[config.mk]
export PLATFORM = sky130hd
export DESIGN_NAME = pwm_duty_ramp_ctrl
export DESIGN_NICKNAME = d
export VERILOG_FILES = /design/src/rtl/pwm_duty_ramp_ctrl.sv
export SDC_FILE = /design/constraint.sdc
export NUM_CORES = 1
export LEC_CHECK = 0
export BUFFER_PORTS_ARGS = -buffer_cell sky130_fd_sc_hd__buf_4
export CAP_MARGIN = 0
export CORE_UTILIZATION = 35
export DETAILED_ROUTE_END_ITERATION = 10
export GPL_TIMING_DRIVEN = 1
export PLACE_DENSITY = 0.62
export SETUP_SLACK_MARGIN = 0.5
export SYNTH_ARGS = -nofsm -noshare
export SYNTH_HDL_FRONTEND = slang
export SYNTH_SLANG_ARGS = --single-unit
[constraint.sdc]
create_clock -name clk -period 15 [get_ports clk]
set_input_delay 0.75 -clock clk [delete_from_list [all_inputs] [get_ports clk]]
set_output_delay 0.75 -clock clk [all_outputs]
set_load 0.02 [all_outputs]
[src/rtl/pwm_duty_ramp_ctrl.sv]
`default_nettype none
// +--------------------------------------------------------------------------+
// | Module      : pwm_duty_ramp_ctrl                                         |
// | Description : Soft-start / soft-stop sequencer for the PWM duty          |
// |               setpoint. Latches a clamped target and slews the applied   |
// |               duty toward it at STEP per RAMP_DIV clocks. Fault forces   |
// |               duty to zero at once.                                      |
// | Revision    : 1.0  initial release                                       |
// +--------------------------------------------------------------------------+
module pwm_duty_ramp_ctrl #(
   parameter int DUTY_W   = 8,
   parameter int DUTY_MAX = 255,
   parameter int STEP     = 1,
   parameter int RAMP_DIV = 1000
) (
   input  logic              clk,
   input  logic              rst,
   input  logic              enable,
   input  logic              fault,
   input  logic              fault_clr,
   input  logic [DUTY_W-1:0] target_duty,
   input  logic              target_valid,
   output logic [DUTY_W-1:0] duty_out,
   output logic              duty_update,
   output logic              at_target,
   output logic              busy,
   output logic              in_fault
);

   localparam int                PRE_W      = (RAMP_DIV > 1) ? $clog2(RAMP_DIV) : 1;
   localparam logic [DUTY_W-1:0] C_DUTY_MAX = DUTY_W'(DUTY_MAX);
   localparam logic [DUTY_W-1:0] C_STEP     = DUTY_W'(STEP);
   localparam logic [PRE_W-1:0]  C_PRE_LAST = PRE_W'(RAMP_DIV - 1);

   typedef enum logic [2:0] {
      S_IDLE  = 3'd0,
      S_RAMP  = 3'd1,
      S_HOLD  = 3'd2,
      S_STOP  = 3'd3,
      S_FAULT = 3'd4
   } state_t;

   state_t            state_q, state_nxt;
   logic [DUTY_W-1:0] duty_q, duty_nxt;
   logic [DUTY_W-1:0] target_q, target_nxt;
   logic [PRE_W-1:0]  pre_q, pre_nxt;
   logic              upd_q;

   logic              accept;
   logic [DUTY_W-1:0] clamped;
   logic [DUTY_W-1:0] tgt_eff;
   logic              tick;

   // Move cur toward goal by at most C_STEP; lands exactly on goal, never past it.
   function automatic logic [DUTY_W-1:0] step_toward(input logic [DUTY_W-1:0] cur,
                                                     input logic [DUTY_W-1:0] goal);
      logic [DUTY_W-1:0] diff;
      if (goal > cur) begin
         diff = goal - cur;
         return cur + ((diff < C_STEP) ? diff : C_STEP);
      end else begin
         diff = cur - goal;
         return cur - ((diff < C_STEP) ? diff : C_STEP);
      end
   endfunction

   // Target acceptance (blocked by fault or FAULT state) and ramp tick decode.
   always_comb begin
      accept  = target_valid && !fault && (state_q != S_FAULT);
      clamped = (target_duty > C_DUTY_MAX) ? C_DUTY_MAX : target_duty;
      tgt_eff = accept ? clamped : target_q;
      tick    = (pre_q == C_PRE_LAST);
   end

   // Next-state, next-duty and prescaler logic; fault has top priority.
   always_comb begin
      state_nxt  = state_q;
      duty_nxt   = duty_q;
      target_nxt = tgt_eff;
      pre_nxt    = ((state_q == S_RAMP || state_q == S_STOP) && !tick)
                   ? pre_q + PRE_W'(1) : '0;

      if (fault) begin
         state_nxt = S_FAULT;
         duty_nxt  = '0;
      end else begin
         case (state_q)
            S_IDLE: begin
               duty_nxt = '0;
               if (enable) state_nxt = (tgt_eff != '0) ? S_RAMP : S_HOLD;
            end
            S_RAMP: begin
               if (!enable) begin
                  state_nxt = (duty_q == '0) ? S_IDLE : S_STOP;
               end else if (accept) begin
                  // New goal restarts the prescaler; equal goal settles at once.
                  if (tgt_eff == duty_q) state_nxt = S_HOLD;
               end else if (tick) begin
                  duty_nxt = step_toward(duty_q, target_q);
                  if (duty_nxt == target_q) state_nxt = S_HOLD;
               end
            end
            S_HOLD: begin
               if (!enable)                              state_nxt = (duty_q == '0) ? S_IDLE : S_STOP;
               else if (accept && (tgt_eff != duty_q))  state_nxt = S_RAMP;
            end
            S_STOP: begin
               if (enable) begin
                  // Resume from the present duty, no jump.
                  state_nxt = (tgt_eff == duty_q) ? S_HOLD : S_RAMP;
               end else if (tick && !accept) begin
                  duty_nxt = step_toward(duty_q, '0);
                  if (duty_nxt == '0) state_nxt = S_IDLE;
               end
            end
            S_FAULT: begin
               duty_nxt = '0;
               if (fault_clr) state_nxt = S_IDLE;
            end
            default: begin
               state_nxt = S_IDLE;
               duty_nxt  = '0;
            end
         endcase
      end

      if ((state_nxt != state_q) || accept) pre_nxt = '0;
   end

   // State, duty, target and prescaler registers with synchronous reset.
   always_ff @(posedge clk) begin
      if (rst) begin
         state_q  <= S_IDLE;
         duty_q   <= '0;
         target_q <= '0;
         pre_q    <= '0;
         upd_q    <= 1'b0;
      end else begin
         state_q  <= state_nxt;
         duty_q   <= duty_nxt;
         target_q <= target_nxt;
         pre_q    <= pre_nxt;
         upd_q    <= (duty_nxt != duty_q);
      end
   end

   assign duty_out    = duty_q;
   assign duty_update = upd_q;
   assign at_target   = (state_q == S_HOLD);
   assign busy        = (state_q == S_RAMP) || (state_q == S_STOP);
   assign in_fault    = (state_q == S_FAULT);

endmodule
`default_nettype wire
==> results by group, run 1 <==
Yosys
  • Synthesized cell area: 3530 um2
  • Gate Count Post-Synth: 498
  • Sequential share of the synthesized area: 17.0%
  • Dominant synthesized flop cell: dfxtp_1
  • Synth async-reset ratio: 0%
  • Syn Area/Cell: 7.08 um2
  • Syn Nets: 540
  • Yosys reg bits: 30
  • Post-synth EDFFs: 0
  • Synth warn: 0
  • Netlist cell types: 69

Drt
  • Post-Route WL: 11,600 um
  • Avg Vias per Cell: 5.96
  • DR WL/cell: 18.1 um
  • Iteration-0 DRC Markers: 274
  • DRC viols: 0
  • DR vias: 3,811
  • TritonRoute pass-1 iters: 5
  • Post-route ant nets: 0

CTS
  • Cts hold-fix bufs: 0
  • CTS resizes: 0
  • Root buf cell: clkbuf_8
  • Clock buffer depth: 2
  • Total clock sinks: 30
  • H-tree depth: 2
  • CTS Buf Count: 5
  • Clock Latency Late Sink: 300 ps
  • Setup Buffers After CTS: 0
  • Clk pin slew, worst setup/hold paths: 80 ps
  • CTS tree: done

Global routing
  • Largest net degree at the start of global routing: 21
  • Initial antenna violation count: 0
  • Gr ovfl total: 0
  • First-pass GRT wire length: 18,500 um
  • Aggregate global-route resource usage: 23.3%
  • Vias in the first global route: 3,639

Flow run
  • MaxCap Viol Count: 0

Worst setup path
  • R2R Setup Slk: 9400 ps
  • WP data required: 15,190 ps
  • CP Cell Sequence: inv_1, ha_1, nor2b_1, o21bai_1, a31oi_1, or4_1, nand4_1, and2_1, ha_1, and2_1, fa_1, nand2b_1, a21oi_1, xor2_1, xnor2_1, a211oi_1, nand4_1, o21a_1, o2111a_1
  • CP Max Fanout: 20
  • CP Launch Type: register
  • Slowest cell on crit path: dfxtp_1
  • Worst r2r src: duty_out[1]$_SDFF_PP0_
  • RR Endpoint: pre_q[6]$_SDFF_PP0_
  • Setup crit end kind: register
  • Crit path from: duty_out[1]$_SDFF_PP0_
  • Worst setup endpoint: pre_q[6]$_SDFF_PP0_
  • Critical path type: register to register
  • Crit path DAT: 5790 ps
  • Crit-path max cell delay: 900 ps
  • Worst reg2reg path depth: 19

STA
  • Final clock skew: 5.01 ps
  • Final worst path period need: 5600 ps
  • Final Max Slew Viols: 0
  • Fin. Hold Viols: 0
  • RSZ-0062 raised after global routing: no
  • Setup violators final: 0
  • Final hold slack: 462 ps
  • Slew @ Worst Pin: 876 ps
  • Peak Freq: 179 MHz
  • Setup_tns: 0 ps
  • Final Cycle Share: 37.3%
  • Slew HR: 41.5%

Die
  • Die height: 102 um
  • Site Rows: 36
  • Core area: 9770 um2
  • Width of the die: 102 um
  • Die ar.: 10,500 um2
  • Io pins: 26
  • Initial Util: 36.1%

Pwr
  • Worst vdd ir: 30.0 uV
  • P_leak: 1.45 nW
  • Power per standard cell area: 69.7 nW/um2

Final layout
  • Area growth, synth to finish: 10.1%
  • Final #Nets: 547
  • Fraction of layout cells with a size suffix above 1: 8.89%
  • Ant. Diodes: 0
  • Core Util, Final: 39.7%

Placement
  • Final Wtd Congestion: 1.02
  • Port bufs: 25
  • Post-DP HPWL: 8750 um

Outcome
  • Status: complete, no violations

Min path
  • Hold crit path type: register to register
## worst max-delay path, delay by kind of cell (launching register included)
kind	cells	cell delay, ps
simple gates	7	1500
compound gates	6	1330
fa+ha+maj	3	1010
flops	1	900
xor+xnor	2	530
buf+inv	1	210
## power by group
part,internal (W),switching [W],leakage (nW)
Sequential,0.0000810,0.00000287,0.243
Clock,0.0000489,0.0000378,0.0579
Combinational,0.0000410,0.0000588,1.15
## registers in the layout, indices dropped and copies added (netlist names)
register     cells
duty_update      1
state_q          3
target_q         8
pre_q           10
duty_out         8
## metal layers
layer	wire length [um]	track usage, %	vias up	share of wire, %
met1	5160	30.0	1762	45
li1	-	-	1846	-
met4	377	9.45	0	3.3
met3	770	4.72	41	6.7
met5	0	0	-	0
met2	5260	37.8	162	45
## synthesized netlist by cell type (6+ instances only)
cell / instances / area share (%)
o21ai_0: 36 / 5.1
nand2b_1: 12 / 2.1
a21o_1: 6 / 1.3
nor2b_1: 9 / 1.6
a31oi_1: 9 / 1.6
dfxtp_1: 30 / 17
clkbuf_1: 20 / 2.1
nor4_1: 17 / 3.0
xor2_1: 12 / 3.0
xnor2_1: 18 / 4.5
nor3_1: 17 / 2.4
or3_1: 6 / 1.1
inv_1: 27 / 2.9
nor2_1: 53 / 5.6
ha_1: 25 / 8.9
and3_1: 14 / 2.5
a21oi_1: 47 / 6.7
nand3_1: 27 / 3.8
nand2_1: 22 / 2.3
## cell usage in the layout, fill, tap and decap left out, types with 14 or more instances in the layout
| cell | count |
|---|---|
| xnor2_1 | 18 |
| inv_1 | 27 |
| nand2_1 | 22 |
| nor2_1 | 53 |
| o21ai_0 | 36 |
| dfxtp_1 | 30 |
| ha_1 | 25 |
| nand3_1 | 27 |
| nor4_1 | 17 |
| a21oi_1 | 47 |
| and3_1 | 14 |
| buf_4 | 26 |
| nor3_1 | 17 |
## kinds of logic after synthesis
| logic type | count (synthesis) | share of synthesized area, % |
|---|---|---|
| fa+ha+maj | 28 | 10.6 |
| compound gates | 154 | 28.6 |
| xor+xnor | 30 | 7.45 |
| mux | 3 | 0.887 |
| simple gates | 198 | 29.1 |
| flops | 30 | 17.0 |
| buf+inv | 54 | 6.25 |
| other cells | 1 | 0.106 |
## cell type report
cell class / count / area [um2]
clock inverter: 3 / 40.0
sequential: 30 / 601
fill: 1047 / 5890
inverter: 28 / 106
timing repair buffer: 26 / 195
multi-input combinational: 414 / 2710
tap: 133 / 166
clock buffer: 5 / 68.8
## how the worst min path moves through the flow
| stage | start | end | slack [ps] | depth (start not counted) |
|---|---|---|---|---|
| finish | pre_q[0]$_SDFF_PP0_ | pre_q[0]$_SDFF_PP0_ | 460 | 1 |
| global route | pre_q[0]$_SDFF_PP0_ | pre_q[0]$_SDFF_PP0_ | 490 | 1 |
| CTS | pre_q[0]$_SDFF_PP0_ | pre_q[0]$_SDFF_PP0_ | 470 | 1 |
| detailed placement | pre_q[0]$_SDFF_PP0_ | pre_q[0]$_SDFF_PP0_ | 450 | 1 |
| global placement | pre_q[0]$_SDFF_PP0_ | pre_q[0]$_SDFF_PP0_ | 440 | 1 |
| floorplan | pre_q[0]$_SDFF_PP0_ | pre_q[0]$_SDFF_PP0_ | 430 | 1 |
## metrics by stage
stage               setup slack, ps  instances  instance area (um2)  power, W
finish                         9400        639                 3880  0.000270
detailed placement             9460        631                 3770  0.000183
global route                   9030        639                 3880  0.000286
CTS                            9440        639                 3880  0.000271
global placement               9440        631                 3770  0.000184
floorplan                     10100        498                 3530  0.000160
Power figures use the tool's default switching activity.
==> inputs of run 2 (changes only) <==
--- a/config.mk
+++ b/config.mk
@@ -10,7 +10,7 @@
 export CORE_UTILIZATION = 35
 export DETAILED_ROUTE_END_ITERATION = 10
 export GPL_TIMING_DRIVEN = 1
-export PLACE_DENSITY = 0.62
+export PLACE_DENSITY = 0.64
 export SETUP_SLACK_MARGIN = 0.5
 export SYNTH_ARGS = -nofsm -noshare
 export SYNTH_HDL_FRONTEND = slang
==> constraint.sdc (replaced) <==
create_clock -name clk -period 4.9 [get_ports clk]
set_input_delay 0.245 -clock clk [delete_from_list [all_inputs] [get_ports clk]]
set_output_delay 0.245 -clock clk [all_outputs]
set_load 0.02 [all_outputs]
==> run 2 against run 1 <==
  * Wire length up 9.2%
  * Worst hold slack worse by 230 ps
  * Sequential power rose to 3.0 times the previous value
  * Global-route usage up 0.28 points
  * Flip-flop and latch count unchanged
  * Design area up 18%
  * Power rose to 3.4 times the previous value
  * Critical endpoint is now duty_update$_SDFF_PP0_
==> results by group, run 2 (synthesis results as in run 1) <==
Outcome
  • Status: complete, no violations

STA
  • Final Max Slew Viols: 0
  • RSZ-0062 raised after global routing: yes
  • Final clock skew: 10.0 ps
  • Peak Freq: 218 MHz
  • Setup_tns: 0 ps
  • Slew HR: 42.2%
  • Setup violators final: 0
  • Fin. Hold Viols: 0
  • Final worst path period need: 4590 ps
  • Final Cycle Share: 93.7%
  • Slew @ Worst Pin: 865 ps

Final layout
  • Ant. Diodes: 0
  • Commonest non-fill, non-tap cell in the layout: buf_4
  • Biggest register: pre_q
  • Filler instances: 973
  • Commonest cells after routing, fill and taps aside: 66 x buf_4, 51 x nor2_1, 39 x a21oi_1, 29 x o21ai_0, 27 x nand3_1
  • Number of flip-flops in the largest register: 10
  • Final #Nets: 590
  • Fin cells: 682
  • Fraction of layout cells with a size suffix above 1: 26.8%
  • Area growth, synth to finish: 30.0%

Drt
  • DR vias: 4,107
  • DRC viols: 0
  • Iteration-0 DRC Markers: 258
  • Avg Vias per Cell: 6.02
  • Post-Route WL: 12,600 um
  • Post-route ant nets: 0
  • DR WL/cell: 18.5 um
  • TritonRoute pass-1 iters: 5

CTS
  • Clk pin slew, worst setup/hold paths: 80 ps
  • Clock buffer depth: 2
  • H-tree depth: 2
  • Total clock sinks: 30
  • Cts hold-fix bufs: 0
  • CTS tree: done
  • CTS Buf Count: 5
  • Clock Latency Late Sink: 290 ps
  • Root buf cell: clkbuf_8

Min path
  • Hold crit path type: input port to register

Worst setup path
  • CP Max Fanout: 4
  • Crit path DAT: 4800 ps
  • CP Cell Sequence: inv_6, ha_4, nor2b_4, o31a_1, o31a_1, o311ai_2, nand4_1, buf_4, and3_4, a31oi_4, ha_4, fa_2, nand2b_4, a21oi_2, or3_1, a221o_1, a21oi_2, buf_4, a311o_1, a22oi_1, a41o_1, o31ai_1
  • Top delay family on crit path: compound AO/OA/AOI/OAI gates
  • WP data required: 5110 ps
  • Slowest cell on crit path: dfxtp_4
  • Setup crit end kind: register
  • Crit-path max cell delay: 370 ps
  • CP Launch Type: register
  • Worst path bufs/invs: 3
  • Critical path type: register to register

Global routing
  • Met3 Track Usage GR: 2.60%
  • Vias in the first global route: 3,732
  • Largest net degree at the start of global routing: 17
  • First-pass GRT wire length: 19,100 um
  • M2 GR Usage: 38.5%
  • Gr ovfl total: 0
  • Aggregate global-route resource usage: 23.5%
  • Grt met1 use: 31.2%
  • GRT busiest layer: met2
  • Initial antenna violation count: 0

Placement
  • Final Wtd Congestion: 1.06
  • Post-DP HPWL: 8870 um
  • Placed insts: 647
  • Port bufs: 25

Die
  • Io pins: 26
  • Die height: 102 um
  • Site Rows: 36
  • Core area: 9770 um2
  • Initial Util: 36.1%
  • Die ar.: 10,500 um2
  • Width of the die: 102 um

Flow run
  • MaxCap Viol Count: 0

Pwr
  • Power per standard cell area: 203 nW/um2
  • Worst vdd ir: 92.1 uV
  • P_leak: 1.75 nW
run 2: cell count changes in the layout (fill, tap and decap cells not counted), moves of 4 or more:
cell,before,now
buf_4,26,66
ha_1,25,13
ha_4,0,10
a21oi_1,47,39
dfxtp_1,30,23
o21ai_0,36,29
a21oi_2,2,8
o21ai_1,4,10
dfxtp_4,0,5
inv_1,27,23
run 2: worst paths after layout:
kind / startpoint / endpoint / slack (ps) / cells after the start
setup / recovery: duty_out[2]$_SDFF_PP0_ / duty_update$_SDFF_PP0_ / 310 / 22
hold / removal: fault_clr / state_q[2]$_SDFF_PP0_ / 230 / 4
setup reg to reg: duty_out[2]$_SDFF_PP0_ / duty_update$_SDFF_PP0_ / 310 / 22
hold reg to reg: pre_q[0]$_SDFF_PP0_ / pre_q[0]$_SDFF_PP0_ / 460 / 1
run 2: area by class of cell:
type	instances	area, um2	area share, %
clock buffers	6	82.6	1.80
clock inverters	2	11.3	0.246
inverters	28	111	2.43
multi-input cells	414	3060	66.8
flip-flops and latches	30	622	13.6
well taps	133	166	3.63
repair buffers	69	529	11.5
run 2: report_power, final:
group	internal, W	switching, W	total (W)
sequential	0.000245	0.00000744	0.000253
combinational	0.000215	0.000242	0.000456
clock	0.000113	0.000110	0.000223
run 2: routing by layer:
| layer | wire length (um) | part of all wire (%) | vias up |
|---|---|---|---|
| met1 | 5240 | 41 | 1912 |
| met2 | 5950 | 47 | 229 |
| met5 | 0 | 0 | - |
| li1 | - | - | 1924 |
| met4 | 449 | 3.6 | 0 |
| met3 | 992 | 7.9 | 42 |
run 2: tightest hold or removal path, cell delays in order:
cell    delay (ps)
buf_4           80
nor2_1          30
nor2_1          80
nor2_1          40
run 2: metrics by stage:
stage | power [W] | util, % | setup slack, ps | hold WS (ps) | cell area [um2]
4_1_cts | 0.000848 | 43.8 | 445 | 229 | 4280
3_5_place_dp | 0.000584 | 40.7 | 31.5 | 451 | 3980
3_3_place_gp | 0.000580 | 40.7 | 210 | 442 | 3980
6_report | 0.000933 | 46.9 | 310 | 227 | 4580
2_1_floorplan | 0.000504 | - | 557 | 312 | 3660
5_1_grt | 0.000976 | 46.9 | 183 | 241 | 4580
run 2: what timing repair did:
action,4_1_cts,5_1_grt
endpoints found under the setup margin,6,7
pin swaps,23,31
resized for setup,27,36
setup buffers,13,14
cloned,0,0
==> inputs of run 3 (changes only) <==
--- a/config.mk
+++ b/config.mk
@@ -7,10 +7,12 @@
 export LEC_CHECK = 0
 export BUFFER_PORTS_ARGS = -buffer_cell sky130_fd_sc_hd__buf_4
 export CAP_MARGIN = 0
+export CELL_PAD_IN_SITES_DETAIL_PLACEMENT = 1
+export CELL_PAD_IN_SITES_GLOBAL_PLACEMENT = 1
 export CORE_UTILIZATION = 35
 export DETAILED_ROUTE_END_ITERATION = 10
 export GPL_TIMING_DRIVEN = 1
-export PLACE_DENSITY = 0.64
+export PLACE_DENSITY = 0.79
 export SETUP_SLACK_MARGIN = 0.5
 export SYNTH_ARGS = -nofsm -noshare
 export SYNTH_HDL_FRONTEND = slang
==> run 3 against run 2 <==
  * Worst hold slack gained 7.3 ps
  * Clock skew grew 5.9 ps
  * Power grew 6.8%
  * Largest power group unchanged
  * Core utilization shrank 0.23 points
  * Sequential share of layout area grew 0.094 points
  * Final cell count shrank 1.8%
  * Via count grew 1.6%
  * First-iteration DRC count grew 17%
  * Combinational power is essentially flat
  * Clock-buffer cell count grew 2
  * Die area is the same
  * Critical path type unchanged
==> results by group, run 3 (synthesis results as in run 1) <==
CTS
  • CTS Buf Count: 5
  • H-tree depth: 2
  • Clock buffer depth: 2
  • Total clock sinks: 30
  • Clock Latency Late Sink: 290 ps
  • Clk pin slew, worst setup/hold paths: 90 ps
  • Root buf cell: clkbuf_8
  • CTS tree: done
  • Cts hold-fix bufs: 0

Min path
  • Hold crit path type: input port to register

Global routing
  • M2 GR Usage: 47.9%
  • Met3 Track Usage GR: 3.35%
  • Gr ovfl total: 0
  • Grt met1 use: 32.7%
  • Largest net degree at the start of global routing: 17
  • First-pass GRT wire length: 22,100 um
  • Vias in the first global route: 4,240
  • Initial antenna violation count: 0
  • Aggregate global-route resource usage: 27.5%
  • GRT busiest layer: met2

Worst setup path
  • Slowest cell on crit path: fa_2
  • CP Cell Sequence: buf_12, fa_2, nor2b_4, o31a_1, buf_4, nor4_2, o311ai_2, nand4_1, and2_4, ha_4, nand2b_1, ha_4, o21ai_2, a21oi_4, o21ai_4, nand2_1, a22o_1, a211oi_2, mux2i_1, a41o_1, o31ai_1
  • CP Launch Type: register
  • Critical path type: register to register
  • CP Max Fanout: 5
  • Cell mode on critical path: ha_4
  • WP data required: 5070 ps
  • Setup crit end kind: register
  • Crit-path max cell delay: 410 ps
  • Crit path DAT: 4640 ps

Die
  • Site Rows: 36
  • Die height: 102 um
  • Width of the die: 102 um
  • Initial Util: 36.1%
  • Die ar.: 10,500 um2
  • Io pins: 26
  • Core area: 9770 um2

STA
  • Final clock skew: 15.9 ps
  • Slew HR: 44.7%
  • Final Cycle Share: 91.2%
  • RSZ-0062 raised after global routing: yes
  • Setup violators final: 0
  • Peak Freq: 224 MHz
  • Final Max Slew Viols: 0
  • Fin. Hold Viols: 0
  • Slew @ Worst Pin: 828 ps
  • Final worst path period need: 4470 ps

Final layout
  • Ant. Diodes: 0
  • Register area: 623 um2
  • Final Instance Area: 4560 um2
  • Area growth, synth to finish: 29.3%
  • Area of the multi-input gates: 3080 um2
  • Fraction of layout cells with a size suffix above 1: 25.9%
  • Commonest non-fill, non-tap cell in the layout: buf_4
  • Filler instances: 1,211
  • Number of flip-flops in the largest register: 10
  • Final #Nets: 578
  • Biggest register: pre_q
  • Commonest cells after routing, fill and taps aside: 56 x buf_4, 51 x nor2_1, 41 x a21oi_1, 31 x o21ai_0, 27 x nand3_1

Drt
  • Avg Vias per Cell: 6.23
  • DRC viols: 0
  • Post-Route WL: 14,600 um
  • DR WL/cell: 21.8 um
  • Post-route ant nets: 0
  • DR vias: 4,174
  • TritonRoute pass-1 iters: 4
  • Iteration-0 DRC Markers: 302

Pwr
  • P_leak: 1.71 nW
  • Power per standard cell area: 218 nW/um2
  • PnR Total Power: 0.000996 W
  • Worst vdd ir: 155 uV

Flow run
  • MaxCap Viol Count: 0

Placement
  • Final Wtd Congestion: 0.993
  • Port bufs: 25
  • Post-DP Area: 3990 um2
  • Post-DP HPWL: 10,500 um

Outcome
  • Status: complete, no violations
==> run 3: changes by cell type in the layout (fill, tap and decap cells not counted), sizes merged <==
cell,before,now
clkbuf,6,8
inv,28,27
clkinv,2,1
buf,69,57
==> run 3: final timing paths <==
| path | from | end | slack (ps) | cells after the start |
|---|---|---|---|---|
| hold / removal | fault_clr | state_q[2]$_SDFF_PP0_ | 230 | 4 |
| setup reg to reg | duty_out[1]$_SDFF_PP0_ | duty_update$_SDFF_PP0_ | 430 | 21 |
| hold reg to reg | pre_q[0]$_SDFF_PP0_ | pre_q[0]$_SDFF_PP0_ | 470 | 1 |
| setup / recovery | duty_out[1]$_SDFF_PP0_ | duty_update$_SDFF_PP0_ | 430 | 21 |
==> run 3: repair_timing <==
| item | 4_1_cts | 5_1_grt |
|---|---|---|
| resized for setup | 31 | 33 |
| hold endpoints to repair | 0 | 0 |
| endpoints found under the setup margin | 7 | 7 |
| setup buffers | 11 | 2 |
| pin swaps | 28 | 24 |
==> run 3: final cells by class <==
class | count | share of cell area, %
multi-input combinational | 414 | 67.6
sequential | 30 | 13.7
timing repair buffer | 57 | 9.66
tap | 133 | 3.65
clock buffer | 8 | 2.91
inverter | 28 | 2.50
==> run 3: critical path, delay by kind of cell, from the launching register on <==
kind	cells	cell delay, ps
AO/OA/AOI/OAI	9	1810
adder cells (fa/ha/maj)	3	830
buffers and inverters	2	290
flip-flops	1	380
multiplexers	1	250
AND/OR/NAND/NOR	6	790
==> run 3: routing by layer <==
layer  routed length (um)  share of wire [%]
met5                    0                  0
met1                 6000                 41
met2                 7170                 49
met4                  707                4.8
met3                  701                4.8
==> run 3: metrics by stage <==
step | hold WS (ps) | setup TNS, ps | util [%] | setup WS (ps) | cells
floorplan | 312 | 0 | - | 557 | 498
finish | 235 | 0 | 46.7 | 430 | 670
global route | 250 | 0 | 46.7 | 292 | 670
global placement | 442 | 0 | 40.9 | 214 | 649
detailed placement | 464 | -185 | 40.9 | -96.1 | 649
CTS | 228 | 0 | 44.7 | 400 | 668
==> run 3: where the power goes <==
group	leakage, nW	internal [W]	switching, W	total, W
Combinational	1.40	0.000204	0.000252	0.000456
Sequential	0.248	0.000246	0.00000863	0.000254
Clock	0.0678	0.000176	0.000110	0.000286
Total	1.71	0.000625	0.000371	0.000996
